<file path="src/rtl/bp_update_scheduler.sv">
// Branch predictor table write scheduler: init/flush sweep plus an in-order update FIFO.
// Optional stall counter enabled by defining BP_STALL_CNT_EN.
module bp_update_scheduler #(
   parameter int HISTORY_WIDTH = 8,
   parameter int INDEX_WIDTH   = 6,
   parameter int FIFO_DEPTH    = 4
) (
   input  logic                          clk_i,
   input  logic                          rst_i,
   input  logic                          flush_req_i,
   input  logic                          cm_valid_i,
   output logic                          cm_ready_o,
   input  logic [HISTORY_WIDTH-1:0]      cm_pht_index_i,
   input  logic                          cm_taken_i,
   input  logic                          cm_btb_wr_i,
   input  logic [INDEX_WIDTH-1:0]        cm_btb_index_i,
   input  logic [32-INDEX_WIDTH-2-1:0]   cm_btb_tag_i,
   input  logic [31:0]                   cm_btb_target_i,
   input  logic                          wr_block_i,
   output logic                          pht_we_o,
   output logic [HISTORY_WIDTH-1:0]      pht_windex_o,
   output logic                          pht_wtaken_o,
   output logic                          pht_init_o,
   output logic                          btb_we_o,
   output logic [INDEX_WIDTH-1:0]        btb_windex_o,
   output logic [32-INDEX_WIDTH-2-1:0]   btb_wtag_o,
   output logic [31:0]                   btb_wtarget_o,
   output logic                          btb_wvalid_o,
   output logic                          pred_en_o,
   output logic [15:0]                   stall_cnt_o
);

   localparam int TAG_WIDTH   = 32 - INDEX_WIDTH - 2;
   localparam int SWEEP_WIDTH = (HISTORY_WIDTH > INDEX_WIDTH) ? HISTORY_WIDTH : INDEX_WIDTH;
   localparam int PTR_WIDTH   = $clog2(FIFO_DEPTH);
   localparam int CNT_WIDTH   = PTR_WIDTH + 1;

   typedef enum logic [0:0] {
      SWEEP = 1'b0,
      RUN   = 1'b1
   } state_t;

   typedef struct packed {
      logic [HISTORY_WIDTH-1:0] pht_index;
      logic                     taken;
      logic                     btb_wr;
      logic [INDEX_WIDTH-1:0]   btb_index;
      logic [TAG_WIDTH-1:0]     btb_tag;
      logic [31:0]              btb_target;
   } entry_t;

   state_t                 state;
   logic [SWEEP_WIDTH-1:0] sweep_idx;
   entry_t                 fifo_mem [FIFO_DEPTH];
   logic [PTR_WIDTH-1:0]   rd_ptr;
   logic [PTR_WIDTH-1:0]   wr_ptr;
   logic [CNT_WIDTH-1:0]   count;
   logic                   fifo_full;
   logic                   fifo_empty;
   logic                   push;
   logic                   pop;
   logic                   sweep_wr;
   logic                   sweep_last;
   logic                   sweep_pht;
   logic                   sweep_btb;
   entry_t                 in_entry;
   entry_t                 head;

   assign fifo_full  = (count == CNT_WIDTH'(FIFO_DEPTH));
   assign fifo_empty = (count == '0);
   assign cm_ready_o = (state == RUN) && !fifo_full;
   assign pred_en_o  = (state == RUN);

   // Flush and reset swallow any handshake or drain in the same cycle.
   assign push     = cm_valid_i && cm_ready_o && !flush_req_i && !rst_i;
   assign pop      = (state == RUN) && !fifo_empty && !wr_block_i && !flush_req_i && !rst_i;
   assign sweep_wr = (state == SWEEP) && !wr_block_i && !flush_req_i && !rst_i;

   assign sweep_last = (sweep_idx == '1);
   assign sweep_pht  = ((sweep_idx >> HISTORY_WIDTH) == '0);
   assign sweep_btb  = ((sweep_idx >> INDEX_WIDTH) == '0);

   assign in_entry = '{
      pht_index:  cm_pht_index_i,
      taken:      cm_taken_i,
      btb_wr:     cm_btb_wr_i,
      btb_index:  cm_btb_index_i,
      btb_tag:    cm_btb_tag_i,
      btb_target: cm_btb_target_i
   };
   assign head = fifo_mem[rd_ptr];

   // FSM, sweep index and FIFO bookkeeping.
   always_ff @(posedge clk_i) begin
      if (rst_i) begin
         state     <= SWEEP;
         sweep_idx <= '0;
         rd_ptr    <= '0;
         wr_ptr    <= '0;
         count     <= '0;
      end else if (flush_req_i) begin
         state     <= SWEEP;
         sweep_idx <= '0;
         rd_ptr    <= '0;
         wr_ptr    <= '0;
         count     <= '0;
      end else begin
         case (state)
            SWEEP: begin
               if (sweep_wr) begin
                  sweep_idx <= sweep_idx + SWEEP_WIDTH'(1);
                  if (sweep_last) begin
                     state <= RUN;
                  end
               end
            end
            RUN: begin
               if (push) begin
                  wr_ptr <= wr_ptr + PTR_WIDTH'(1);
               end
               if (pop) begin
                  rd_ptr <= rd_ptr + PTR_WIDTH'(1);
               end
               case ({push, pop})
                  2'b10:   count <= count + CNT_WIDTH'(1);
                  2'b01:   count <= count - CNT_WIDTH'(1);
                  default: count <= count;
               endcase
            end
            default: begin
               state     <= SWEEP;
               sweep_idx <= '0;
            end
         endcase
      end
   end

   // FIFO payload storage; needs no reset since occupancy gates every read.
   always_ff @(posedge clk_i) begin
      if (push) begin
         fifo_mem[wr_ptr] <= in_entry;
      end
   end

   // Table write port: sweep init writes, or the FIFO head while it drains.
   always_comb begin
      pht_we_o      = 1'b0;
      pht_windex_o  = '0;
      pht_wtaken_o  = 1'b0;
      pht_init_o    = 1'b0;
      btb_we_o      = 1'b0;
      btb_windex_o  = '0;
      btb_wtag_o    = '0;
      btb_wtarget_o = 32'h0;
      btb_wvalid_o  = 1'b0;
      if (sweep_wr) begin
         if (sweep_pht) begin
            pht_we_o     = 1'b1;
            pht_init_o   = 1'b1;
            pht_windex_o = sweep_idx[HISTORY_WIDTH-1:0];
         end else begin
            pht_we_o = 1'b0;
         end
         if (sweep_btb) begin
            btb_we_o     = 1'b1;
            btb_wvalid_o = 1'b0;
            btb_windex_o = sweep_idx[INDEX_WIDTH-1:0];
         end else begin
            btb_we_o = 1'b0;
         end
      end else if (pop) begin
         pht_we_o      = 1'b1;
         pht_windex_o  = head.pht_index;
         pht_wtaken_o  = head.taken;
         btb_we_o      = head.btb_wr;
         btb_wvalid_o  = 1'b1;
         btb_windex_o  = head.btb_index;
         btb_wtag_o    = head.btb_tag;
         btb_wtarget_o = head.btb_target;
      end else begin
         pht_we_o = 1'b0;
      end
   end

`ifdef BP_STALL_CNT_EN
   logic [15:0] stall_cnt;

   // Saturating count of cycles where commit offers an update that is refused.
   always_ff @(posedge clk_i) begin
      if (rst_i) begin
         stall_cnt <= 16'h0000;
      end else if (cm_valid_i && !cm_ready_o && (stall_cnt != 16'hFFFF)) begin
         stall_cnt <= stall_cnt + 16'h0001;
      end else begin
         stall_cnt <= stall_cnt;
      end
   end

   assign stall_cnt_o = stall_cnt;
`else
   assign stall_cnt_o = 16'h0000;
`endif

endmodule
</file>
<file path="config.mk">
export PLATFORM = sky130hd
export DESIGN_NAME = bp_update_scheduler
export DESIGN_NICKNAME = d
export VERILOG_FILES = /design/src/rtl/bp_update_scheduler.sv
export SDC_FILE = /design/constraint.sdc
export NUM_CORES = 1
export LEC_CHECK = 0
export CORE_MARGIN = 5
export CORE_UTILIZATION = 49
export CTS_CLUSTER_DIAMETER = 200
export DETAILED_ROUTE_END_ITERATION = 8
export PLACE_DENSITY = 0.76
export SLEW_MARGIN = 30
export SYNTH_ARGS = -nofsm -noshare
export SYNTH_HDL_FRONTEND = slang
export SYNTH_SLANG_ARGS = --single-unit
</file>
<file path="constraint.sdc">
create_clock -name clk_i -period 3.05 [get_ports clk_i]
set_clock_uncertainty 0.05 [all_clocks]
set_input_delay 0.4575 -clock clk_i [delete_from_list [all_inputs] [get_ports clk_i]]
set_output_delay 0.4575 -clock clk_i [all_outputs]
set_load 0.02 [all_outputs]
</file>
---- Word level (Yosys, flattened, before mapping) ----
Memories as Yosys holds them, arrays and structs flattened. A register that Yosys moved wholly into a read port is not among the register bits.
Cells that the tools add are included.
operators by class
  bitwise logic cells ..................... 1
  reductions and logical operators ........ 24
  add/subtract/negate cells ............... 5
  muxes and demuxes ....................... 26
  eq/ne operators ......................... 4
operators by type and width
  kind                                                                   number
  32-bit two-way mux                                                     2
  24-bit two-way mux                                                     2
  6-bit two-way mux                                                      3
  8-bit two-way mux                                                      2
  1-bit two-way mux                                                      14
  1-bit logical AND                                                      11
  8-bit by 1-bit adder with 8-bit output, second input constant          1
  8-bit equality test, second input constant                             1
  8-bit logical NOT                                                      1
  2-bit AND reduction                                                    4
  3-bit one-hot mux with 2 select lines                                  1
  1-bit logical NOT                                                      5
  2-bit by 1-bit adder with 2-bit output, second input constant          2
  2-bit two-way mux                                                      2
  3-bit by 1-bit adder with 3-bit output, second input constant          1
  3-bit equality test, second input constant                             1
  3-bit logical NOT                                                      1
  3-bit by 1-bit subtractor with 3-bit output, second input constant     1
  2-bit by 1-bit equality test with 1-bit output, second input constant  1
  2-bit equality test, second input constant                             1
  2-bit nonzero test                                                     1
  2-bit OR reduction                                                     1
  1-bit NOT                                                              1
word-level totals
  logic and storage cells ................. 66
  register bits ........................... 16
  memories kept ........................... 1
  bits in writable memories ............... 288
memories
  name      depth  bits a word  rd ports  clocked after memory_dff  write ports  RTL line  RTL
  fifo_mem  4      72           1         1                         1            54        entry_t fifo_mem [FIFO_DEPTH];

---- Logic depth before layout (Yosys ltp) ----
Gate-level depths: netlist of the first run.
  depth in word-level cells ............... 9
  mapped depth ............................ 9

---- Worst setup path after synthesis of the first run ----
No wires, ideal clock.
  kind .................................... reg-to-reg
  start ................................... register state (netlist: pred_en_o)
  end ..................................... memory fifo_mem[0][0] (netlist name), enable pin
  clock period less this slack ............ 3.091 ns
  path buffers ............................ 0
  cell stages (with the launch flop) ...... 4
  path slack .............................. -0.041 ns
  arrival time ............................ 2.603 ns
  setup time .............................. 0.438 ns
  cell sequence ........................... dfxtp_1 > nand2_1 > nor2_1 > and3_1
between the ends
  cells in the longest elaborated chain, start to end .. 6
ends and longest elaborated chain
  item                                     RTL line  RTL
  start: declaration                       52        state_t state;
  start signal: assignment                 96        state <= SWEEP;
  start signal: assignment                 102       state <= SWEEP;
  start signal: assignment                 113       state <= RUN;
  1-bit logical AND                        71        assign cm_ready_o = (state == RUN) && !fifo_full;
  1-bit logical AND (3 in a row)           75        assign push = cm_valid_i && cm_ready_o && !flush_req_i && !rst_i;
  1-bit two-way mux                        140       if (push) begin
  1-bit two-way mux (implied by the code)  141       fifo_mem[wr_ptr] <= in_entry;
  end: declaration                         54
Every way passes these cells.

---- Worst setup path in the final report of the first run ----
  start ................................... input port rst_i
  end ..................................... output port btb_windex_o[0]
between the ends
  cells in the longest elaborated chain, start to end .. 4
ends and longest elaborated chain
  item                 RTL line  RTL
  start: declaration   9         input logic rst_i,
  1-bit logical NOT *  76, 77
  1-bit logical AND    76        assign pop = (state == RUN) && !fifo_empty && !wr_block_i && !flush_req_i && !rst_i;
  6-bit two-way mux    171       end else if (pop) begin
  6-bit two-way mux *  156       if (sweep_wr) begin
  end: declaration     25        output logic [INDEX_WIDTH-1:0] btb_windex_o,
Every way passes the cells marked *; elsewhere a longest branch is shown, timed or not.

==> results by group, run 1 <==
Run status
  • Status: finished, final reports clean

Power and ir drop
  • Static Leak: 5.474 nW
  • Maximum VDD drop: 0.0004107 V
  • Design Power: 8.555 mW
  • Pwr Density: roughly 560 nW/µm²

Setup path
  • Critical path's top delay family: buffers and inverters
  • Crit. End Element: primary output
  • Crit-path slowest cell: or4b_1
  • Worst R2R Path Depth: 8
  • Crit-path cells: clkdlybuf4s50_1, or4b_1, nor2_4, buf_4, a22o_1, dlygate4sd2_1
  • Crit path launch type: input pin
  • WS Path Type: input pin to primary output
  • Req. time, crit path: 2540 ps
  • CP max stage delay: 610 ps
  • Worst-path fanout max: 9
  • RR Endpoint: count[2]
  • R2r setup slk: between 500 and 600 ps
  • R2r startpoint: pred_en_o
  • CP arrival: 2490 ps
  • Buffers and inverters on the worst path: 3

Global route
  • Vias in the first global route: 6823
  • First-pass GRT wire length: 39.76 mm
  • Initial antenna violation count: 0
  • Total GRT Usage: 0.1810
  • GRT overflow: 0
  • Largest net degree at the start of global routing: 59

Detailed routing
  • DR WL/cell: between 20 and 25 µm
  • Via Count: 6295
  • Vias/cell: 5.586
  • Residual DRC count: 0
  • First-pass DRT Iterations: 5
  • Detail Route Antenna Nets: 0
  • Final WL: 25.28 mm
  • DRT iter0 DRCs: 517

Cells and area
  • FF/Latch Area: 9017 µm²
  • Synth-to-layout area growth: 27.48%
  • Non-Filler Instances: 1127
  • Diodes inserted: 0
  • Commonest non-fill, non-tap cell in the layout: edfxtp_1
  • Cell area after layout: 15270 µm²
  • Area of the multi-input gates: around 2800 µm²
  • Nets: ~860
  • Layout cells sized above 1: 0.2117
  • Commonest non-fill, non-tap cells in the layout: edfxtp_1, clkdlybuf4s50_1, mux4_2
  • Filler instances: 1664

Placed design
  • Global placer's final weighted congestion: approximately 0.75
  • Port Buf Inserts: about 150
  • HPWL Detailed: 15.74 mm
  • Placed insts: 1064
  • Post-place setup slack: -240.7 ps
  • Placed instance area: 14170 µm²

Die
  • Site row count: between 50 and 60
  • Die area: around 28000 µm²
  • Core area: 24180 µm²
  • Initial Utilization: 0.4956
  • Chip width: 166.4 µm
  • Die Ht: approximately 170 µm
  • Boundary Pins: between 150 and 200

Synthesis
  • Seq cells post-synth: 306
  • Post-synth cell types: 41
  • Post-synth EDFFs: 288
  • Syn Area/Cell: slightly above 20 µm²
  • Syn Inst Count: 591
  • Share of async-settable or async-resettable flops after synthesis: 0
  • Synth Warn #: 0
  • Area of the mapped netlist: 11980 µm²
  • Top_reg_cell synth: edfxtp_1
  • Sequential share of the synthesized area: 0.7519

Hold path
  • Hold Path Depth: 1
  • Worst Hold Launch: rd_ptr[1]
  • Worst Hold Class: flip-flop to flip-flop

Clock network
  • CTS tree: yes
  • Longest Clk Path Bufs: 3
  • Post-CTS Hold Buffers: 0
  • CTS Buf Count: 31
  • Clock sinks: approximately 300
  • Reg clk slew, reported paths: 60 ps
  • Root Driver: clkbuf_16
  • Worst skew pair latency: 560 ps
  • H-tree levels: 1

Run
  • Max_cap viols: 0

STA
  • Slew headroom: 0.5392
  • Fmax: 0.3334 GHz
  • Final setup viols: 0
  • Final Critical Period: 3000 ps
  • Final Max Tran Viols: 0
  • Final period util: 0.9834
  • Final Hold Vio Count: 0
  • Measured slew at the worst slew-check pin: about 690 ps
  • PnR worst setup slack: 50.48 ps
  • RSZ-0062 raised after global routing: true
  • Final setup TNS: 0 ps
==> layer usage <==
layer | vias to the layer above | wire length [µm] | GRT usage
li1 | 2786 | - | -
met1 | 3226 | 9966 | 0.2385
met2 | 251 | 13310 | 0.3197
met3 | 32 | 1628 | 0.02928
met4 | 0 | 371 | 0.04198
met5 | - | 0 | 0
==> final cells by class <==
cell class,count,area share
Tap cell,324,0.02654
Inverter,7,0.001720
Timing Repair Buffer,189,0.1322
Clock buffer,37,0.05292
Multi-Input combinational cell,243,0.1812
Sequential cell,306,0.5904
Clock inverter,21,0.01507
==> cell usage after synthesis (2+ instances only) <==
cell,count,area (µm²)
clkbuf_1,23,86.33
inv_1,7,26.28
or4_1,2,15.01
and3_1,61,381.6
mux2i_1,3,30.03
o21ai_0,6,30.03
o31ai_1,3,22.52
edfxtp_1,288,8648
or3_1,5,31.28
buf_2,7,35.03
buf_4,19,142.6
xnor2_1,2,17.52
dfxtp_1,18,360.4
nor2_1,7,26.28
mux4_2,72,1622
nand4_1,3,18.77
and4_1,2,17.52
nand3_1,6,30.03
nand2_1,8,30.03
a21oi_1,8,40.04
ha_1,6,75.07
a22o_1,14,122.6
and2_1,3,18.77
==> report_power, final <==
| part | switching, mW | internal (mW) | total (mW) |
|---|---|---|---|
| clock | 1.54 | 2.24 | 3.78 |
| combinational | 0.0876 | 0.0983 | 0.186 |
| sequential | 0.00106 | 4.59 | 4.59 |
==> per-stage QoR <==
stage	util	hold WS, ps
final	0.6318	404.5
after global routing	0.6318	425.2
after CTS	0.6305	397.9
after detailed placement	0.5862	389.0
after global placement	0.5862	377.9
after floorplan	-	376.6
==> worst register-to-register path, stage by stage (launching register included) <==
cell and delay, ps:
dfxtp_2 420, or4b_1 530, nor2_4 200, ha_1 220, inv_1 70, fa_1 370
xor2_1 160, or3_1 300, a21oi_1 150
==> sequential cells by signal, indices dropped and copies added (netlist names), named ones only <==
| register | flops |
|---|---|
| fifo_mem | 288 |
| sweep_idx | 8 |
| count | 3 |
| rd_ptr | 2 |
| wr_ptr | 2 |
| pred_en_o | 1 |
==> timing repair <==
action,CTS,global route
gates resized for setup,59,11
buffers inserted,4,0
gates cloned,1,0
setup endpoints to repair,70,14
pin swaps,0,0
==> worst max-delay path by stage <==
stage	from	endpoint	slack, ps	cells past startpoint
after detailed placement	rst_i	btb_windex_o[0]	-240	6
after global placement	rst_i	btb_windex_o[0]	-190	6
after CTS	flip-flop	btb_wtarget_o[27]	-6	4
final	rst_i	btb_windex_o[0]	50	6
after floorplan	pred_en_o	count[2]	300	9
after global routing	wr_block_i	btb_wtarget_o[6]	-7	7
==> cell families (layout without fill, tap and decap cells) <==
| kind of cell | after synthesis | after routing | share of synthesized area |
|---|---|---|---|
| compound gates | 34 | 34 | 0.01995 |
| xor+xnor | 3 | 3 | 0.002193 |
| fa+ha+maj | 7 | 7 | 0.007936 |
| buf+inv | 57 | 254 | 0.02454 |
| flops | 306 | 306 | 0.7519 |
| mux | 75 | 75 | 0.1378 |
| other cells | 1 | 16 | 0.0003130 |
| simple gates | 108 | 108 | 0.05535 |
(Power assumes the default switching activity.)
==> run 2, diff against run 1 <==
CORE_UTILIZATION = 50   (was 49)
CTS_BUF_LIST = sky130_fd_sc_hd__clkbuf_4   (was unset)
PLACE_DENSITY = 0.77   (was 0.76)
==> run 2 against run 1 <==
Register-to-register slack gained 40 ps. Non-clock buffer count grew 12. First-iteration DRC count shrank 30%. Hold slack lost 16 ps. Highest routed layer unchanged.
==> results by group, run 2 (synthesis gave the netlist of run 1 again) <==
Detailed routing
  • First-pass DRT Iterations: 4 (-1)
  • DRT iter0 DRCs: 363 (-30%)
  • Final WL: 25.23 mm (-0.17%)
  • Vias/cell: 5.481 (-1.9%)
  • Residual DRC count: 0 (unchanged)
  • Via Count: 6616 (+5.1%)
  • Detail Route Antenna Nets: 0 (unchanged)
  • DR WL/cell: 20.91 µm (-6.8%)

STA
  • Final setup viols: 0 (unchanged)
  • PnR worst setup slack: 122.5 ps (+72.01 ps)
  • Final setup TNS: 0 ps (unchanged)
  • Final Max Tran Viols: 0 (unchanged)
  • RSZ-0062 raised after global routing: false
  • Final period util: 0.9598 (-0.02361)
  • Fmax: 0.3416 GHz (+2.5%)
  • Slew headroom: 0.6543 (+0.1150)
  • Hold slack: 389.0 ps (-15.52 ps)
  • Final Hold Vio Count: 0 (unchanged)
  • Measured slew at the worst slew-check pin: 518.6 ps (-167.3 ps)
  • Final Critical Period: 2928 ps (-72.01 ps)

Cells and area
  • Nets: 920 (+6.7%)
  • Fin util: 0.6458 (+0.01399)
  • FF/Latch Area: 9016 µm² (about the same)
  • Commonest non-fill, non-tap cells in the layout: edfxtp_1, clkbuf_4, clkdlybuf4s50_1
  • Filler instances: 1686 (+1.3%)
  • Max FFs per register: 288 (unchanged)
  • Area of the multi-input gates: 2776 µm² (+0.32%)
  • Reg with most FFs: fifo_mem
  • Synth-to-layout area growth: 26.89%
  • Commonest non-fill, non-tap cell in the layout: edfxtp_1
  • Layout cells sized above 1: 0.2856 (+0.07385)
  • Biggest regs: fifo_mem: 288 flops, sweep_idx: 8 flops, count: 3 flops
  • Cell area after layout: 15200 µm² (-0.47%)
  • Non-Filler Instances: 1207 (+7.1%)

Hold path
  • Worst Hold Class: input pin to flip-flop

Setup path
  • Crit-path slowest cell: or4b_4
  • Req. time, crit path: 2540 ps (about the same)
  • Worst-path fanout max: 10 (+1)
  • Crit path launch type: flip-flop
  • WS Path Type: flip-flop to primary output
  • Crit. End Element: primary output
  • Crit-path cells: or4b_4, nor2_4, buf_4, a22o_1, dlygate4sd2_1
  • CP max stage delay: 530 ps (-80 ps)
  • CP arrival: 2420 ps (-70 ps)

Power and ir drop
  • Static Leak: 5.492 nW (+0.33%)
  • Int Pwr: 6.542 mW (-5.5%)
  • Switching power share of the total: 0.1992 (+0.008609)
  • Switch Pwr: 1.627 mW (-0.19%)
  • Clk network pwr share: 0.416 (-0.026)
  • Maximum VDD drop: 0.0003443 V (-16%)
  • Combinational power share: 0.023 (about the same)
  • Pwr Density: 537.3 nW/µm² (-4.1%)
  • Design Power: 8.169 mW (-4.5%)
  • Flop pwr share: 0.561 (+0.025)

Global route
  • GRT overflow: 0 (unchanged)
  • Vias in the first global route: 7188 (+5.3%)
  • Grt met1 use: 0.2389 (+0.0004559)
  • Total GRT Usage: 0.1922 (+0.01118)
  • Largest net degree at the start of global routing: 59 (unchanged)
  • Met2 usage: 0.3271 (+0.007342)
  • GRT busiest layer: met2
  • GRT met3 Usage: 0.05490 (+0.02563)
  • First-pass GRT wire length: 39.78 mm (about the same)
  • Initial antenna violation count: 2 (+2)

Run
  • Max_cap viols: 0 (unchanged)

Clock network
  • Longest Clk Path Bufs: 3 (unchanged)
  • CTS tree: yes
  • Post-CTS Hold Buffers: 0 (unchanged)
  • Root Driver: clkbuf_4
  • CTS Buf Count: 77 (+150%)
  • Reg clk slew, reported paths: 70 ps (about the same)
  • Clock sinks: 306 (unchanged)
  • H-tree levels: 3 (+2)
  • Worst skew pair latency: 630 ps (+70 ps)

Die
  • Die area: 27160 µm² (-1.9%)
  • Site row count: 56 (-1.8%)
  • Initial Utilization: 0.5089 (+0.01335)
  • Chip width: 164.8 µm (-0.94%)
  • Die Ht: 164.8 µm (-0.94%)
  • Core area: 23540 µm² (-2.6%)
  • Boundary Pins: 170 (unchanged)

Placed design
  • Post-place setup slack: -202.0 ps (+38.68 ps)
  • Placed instance area: 14230 µm² (+0.41%)
  • Global placer's final weighted congestion: 0.7805 (+4.0%)
  • Placed insts: 1071 (+0.66%)
  • Port Buf Inserts: 153 (unchanged)
  • HPWL Detailed: 16.17 mm (+2.7%)

Run status
  • Status: finished, final reports clean
## run 2: cell count changes in the layout (fill, tap and decap cells not counted), moves of 9 or more
cell,before,now
clkbuf_4,0,106
dlymetal6s2s_1,10,1
buf_4,16,33
clkdlybuf4s15_1,0,10
clkdlybuf4s50_1,90,80
clkbuf_16,31,0
## run 2: cell type report
cell class / count / area share
Antenna cell: 2 / 0.0003292
Clock buffer: 106 / 0.05234
Tap cell: 319 / 0.02625
Multi-Input combinational cell: 243 / 0.1826
Clock inverter: 23 / 0.01144
Timing Repair Buffer: 201 / 0.1323
Sequential cell: 306 / 0.5930
Inverter: 7 / 0.001728
## run 2: power by group through the flow
| stage | Clock [mW] | Sequential, mW | Combinational, mW |
|---|---|---|---|
| 6_report | 3.40 | 4.59 | 0.187 |
| 5_1_grt | 3.76 | 4.58 | 0.200 |
| 4_1_cts | 3.51 | 4.58 | 0.186 |
| 3_5_place_dp | 0 | 4.68 | 0.185 |
| 3_3_place_gp | 0 | 4.68 | 0.174 |
| 2_1_floorplan | 0 | 4.68 | 0.0469 |
## run 2: per-layer routing
metal,vias to the layer above,routed length [µm]
li1,2949,-
met1,3399,9954
met2,236,13300
met3,32,1592
met4,0,390
met5,-,0
## run 2: what timing repair did
action	in CTS	in global routing
setup endpoints to repair	71	22
gates resized for setup	78	14
pin swaps	0	0
setup buffers	6	0
## run 2: path summary, 6_finish.rpt
kind                 startpoint               to  slack, ps  cells past startpoint
max                   pred_en_o  pht_windex_o[0]        120                      5
min          cm_btb_target_i[5]   fifo_mem[1][5]        390                      1
max reg2reg           pred_en_o         count[2]        550                      8
min reg2reg           rd_ptr[1]        flip-flop        410                      1
## run 2: worst max-delay path: cells and delay by family, from the launching register on
| family | cells | cell delay (ps) |
|---|---|---|
| AND/OR/NAND/NOR | 2 | 720 |
| buffers and inverters | 2 | 530 |
| AO/OA/AOI/OAI | 1 | 140 |
| flip-flops | 1 | 400 |
==> run 3, diff against run 2 <==
CORE_ASPECT_RATIO = 2   (was unset)
==> run 3 against run 2 <==
Sequential share of layout area up 0.69 points. Register-to-register slack lost 70 ps. Hold slack lost 51 ps. Via count shrank 1.5%. Combinational power about the same. Power decreased by 2.9%. Flip-flop and latch count stayed put. Clock power down 7.1%. Non-clock buffer count decreased by 15. Routed wire length increased by 4.5%.
==> results by group, run 3 (synthesis gave the netlist of run 1 again) <==
Run status
  • Status: finished, final reports clean

STA
  • Measured slew at the worst slew-check pin: 504.9 ps (-13.67 ps)
  • Fmax: 0.3399 GHz (-0.48%)
  • Final Max Tran Viols: 0 (unchanged)
  • Slew headroom: 0.6608 (+0.006520)
  • PnR worst setup slack: 108.4 ps (-14.12 ps)
  • Final setup viols: 0 (unchanged)
  • Final Hold Vio Count: 0 (unchanged)
  • Hold slack: 338.4 ps (-50.58 ps)
  • Final period util: 0.9645 (+0.004628)
  • Final Critical Period: 2942 ps (+14.12 ps)

Die
  • Chip width: 119.5 µm (-28%)
  • Core area: 23720 µm² (+0.77%)
  • Site row count: 80 (+43%)
  • Die area: 27350 µm² (+0.69%)
  • Initial Utilization: 0.5051 (-0.003865)
  • Die Ht: 228.9 µm (+39%)
  • Boundary Pins: 170 (unchanged)

Placed design
  • Placed insts: 1023 (-4.5%)
  • Port Buf Inserts: 153 (unchanged)
  • HPWL Detailed: 16.19 mm (+0.11%)
  • Post-place setup slack: -139.7 ps (+62.35 ps)
  • Global placer's final weighted congestion: 0.8247 (+5.7%)

Run
  • Max_cap viols: 0 (unchanged)

Clock network
  • Post-CTS Hold Buffers: 0 (unchanged)
  • Root Driver: clkbuf_4
  • Reg clk slew, reported paths: 80 ps (about the same)
  • CTS Buf Count: 70 (-9.1%)
  • CTS tree: yes
  • H-tree levels: 3 (unchanged)
  • Longest Clk Path Bufs: 3 (unchanged)
  • Clock sinks: 306 (unchanged)
  • Worst skew pair latency: 700 ps (+70 ps)

Setup path
  • Crit-path cells: or4_4, nor3_4, buf_4, a22o_1, dlygate4sd2_1
  • Crit. End Element: primary output
  • Worst R2R Path Depth: 9 (+1)
  • Buffers and inverters on the worst path: 2 (unchanged)
  • Critical path's top delay family: simple AND/OR/NAND/NOR gates
  • Crit path launch type: flip-flop
  • Worst-path fanout max: 5 (-5)
  • WS Path Type: flip-flop to primary output
  • Req. time, crit path: 2540 ps (about the same)
  • CP arrival: 2430 ps (about the same)
  • Crit path depth: 5 (unchanged)
  • CP max stage delay: 590 ps (+60 ps)
  • Crit-path slowest cell: or4_4

Cells and area
  • Synth-to-layout area growth: 25.44%
  • Non-Filler Instances: 1153 (-4.5%)
  • Commonest non-fill, non-tap cell in the layout: edfxtp_1
  • Area of the multi-input gates: 2763 µm² (-0.50%)
  • Max FFs per register: 288 (unchanged)
  • Biggest regs: fifo_mem: 288 flops, sweep_idx: 8 flops, count: 3 flops
  • FF/Latch Area: 9017 µm² (about the same)
  • Filler instances: 1680 (-0.36%)
  • Fin util: 0.6335 (-0.01224)
  • Layout cells sized above 1: 0.2778 (-0.007775)
  • Nets: 898 (-2.4%)
  • Commonest non-fill, non-tap cells in the layout: edfxtp_1, clkbuf_4, clkdlybuf4s50_1
  • Reg with most FFs: fifo_mem

Power and ir drop
  • Maximum VDD drop: 0.0003941 V (+14%)
  • Pwr Density: 527.9 nW/µm² (-1.7%)
  • Static Leak: 5.269 nW (-4.1%)

Global route
  • GRT overflow: 0 (unchanged)
  • Initial antenna violation count: 3 (+1)
  • Largest net degree at the start of global routing: 73 (+24%)
  • Total GRT Usage: 0.1975 (+0.005269)
  • First-pass GRT wire length: 40.65 mm (+2.2%)
  • Vias in the first global route: 7347 (+2.2%)

Detailed routing
  • DRT iter0 DRCs: 465 (+28%)
  • Residual DRC count: 0 (unchanged)
  • Final WL: 26.37 mm (+4.5%)
  • Detail Route Antenna Nets: 0 (unchanged)
  • Vias/cell: 5.654 (+3.1%)
  • First-pass DRT Iterations: 5 (+1)
  • Via Count: 6519 (-1.5%)
  • DR WL/cell: 22.87 µm (+9.4%)

Hold path
  • Hold Path Depth: 1 (unchanged)
  • Worst Hold Class: input pin to flip-flop
[run 3: final timing paths]
check	slack, ps	start	end
max reg2reg	480	pred_en_o	count[2]
max	110	pred_en_o	btb_windex_o[1]
min	340	cm_pht_index_i[5]	fifo_mem[1][69]
min reg2reg	410	rd_ptr[1]	flip-flop
[run 3: power by group]
part	leakage, nW	total, mW	switching [mW]	internal (mW)
clock network	0.538	3.16	1.49	1.67
logic	2.00	0.190	0.0911	0.0984
registers	2.73	4.58	0.000971	4.58
total	5.27	7.93	1.58	6.35
[run 3: metrics by stage]
step	power (mW)	TNS [ps]	area [µm²]
floorplan	4.726	0	12040
global placement	4.853	-43.60	14060
detailed placement	4.865	-800.5	14060
CTS	8.056	-70.99	14920
global route	8.299	-194.8	15030
finish	7.935	0	15030
[run 3: per-layer routing]
metal,wire length [µm],track usage
met5,7,0
met4,470,0.08175
met2,15440,0.3748
met3,1408,0.04780
met1,9047,0.2032
[run 3: final cells by class]
cell class	count	area share
Clock buffer	106	0.05295
Clock inverter	16	0.005994
Inverter	7	0.001748
Antenna cell	2	0.0003330
Multi-Input combinational cell	243	0.1838
Tap cell	287	0.02389
Sequential cell	306	0.6000
Timing Repair Buffer	186	0.1313
[run 3: what timing repair did]
| action | 4_1_cts | 5_1_grt |
|---|---|---|
| pin swaps | 0 | 0 |
| buffers inserted | 2 | 2 |
| setup endpoints to repair | 74 | 46 |
| gates cloned | 0 | 2 |
| resized for setup | 116 | 8 |
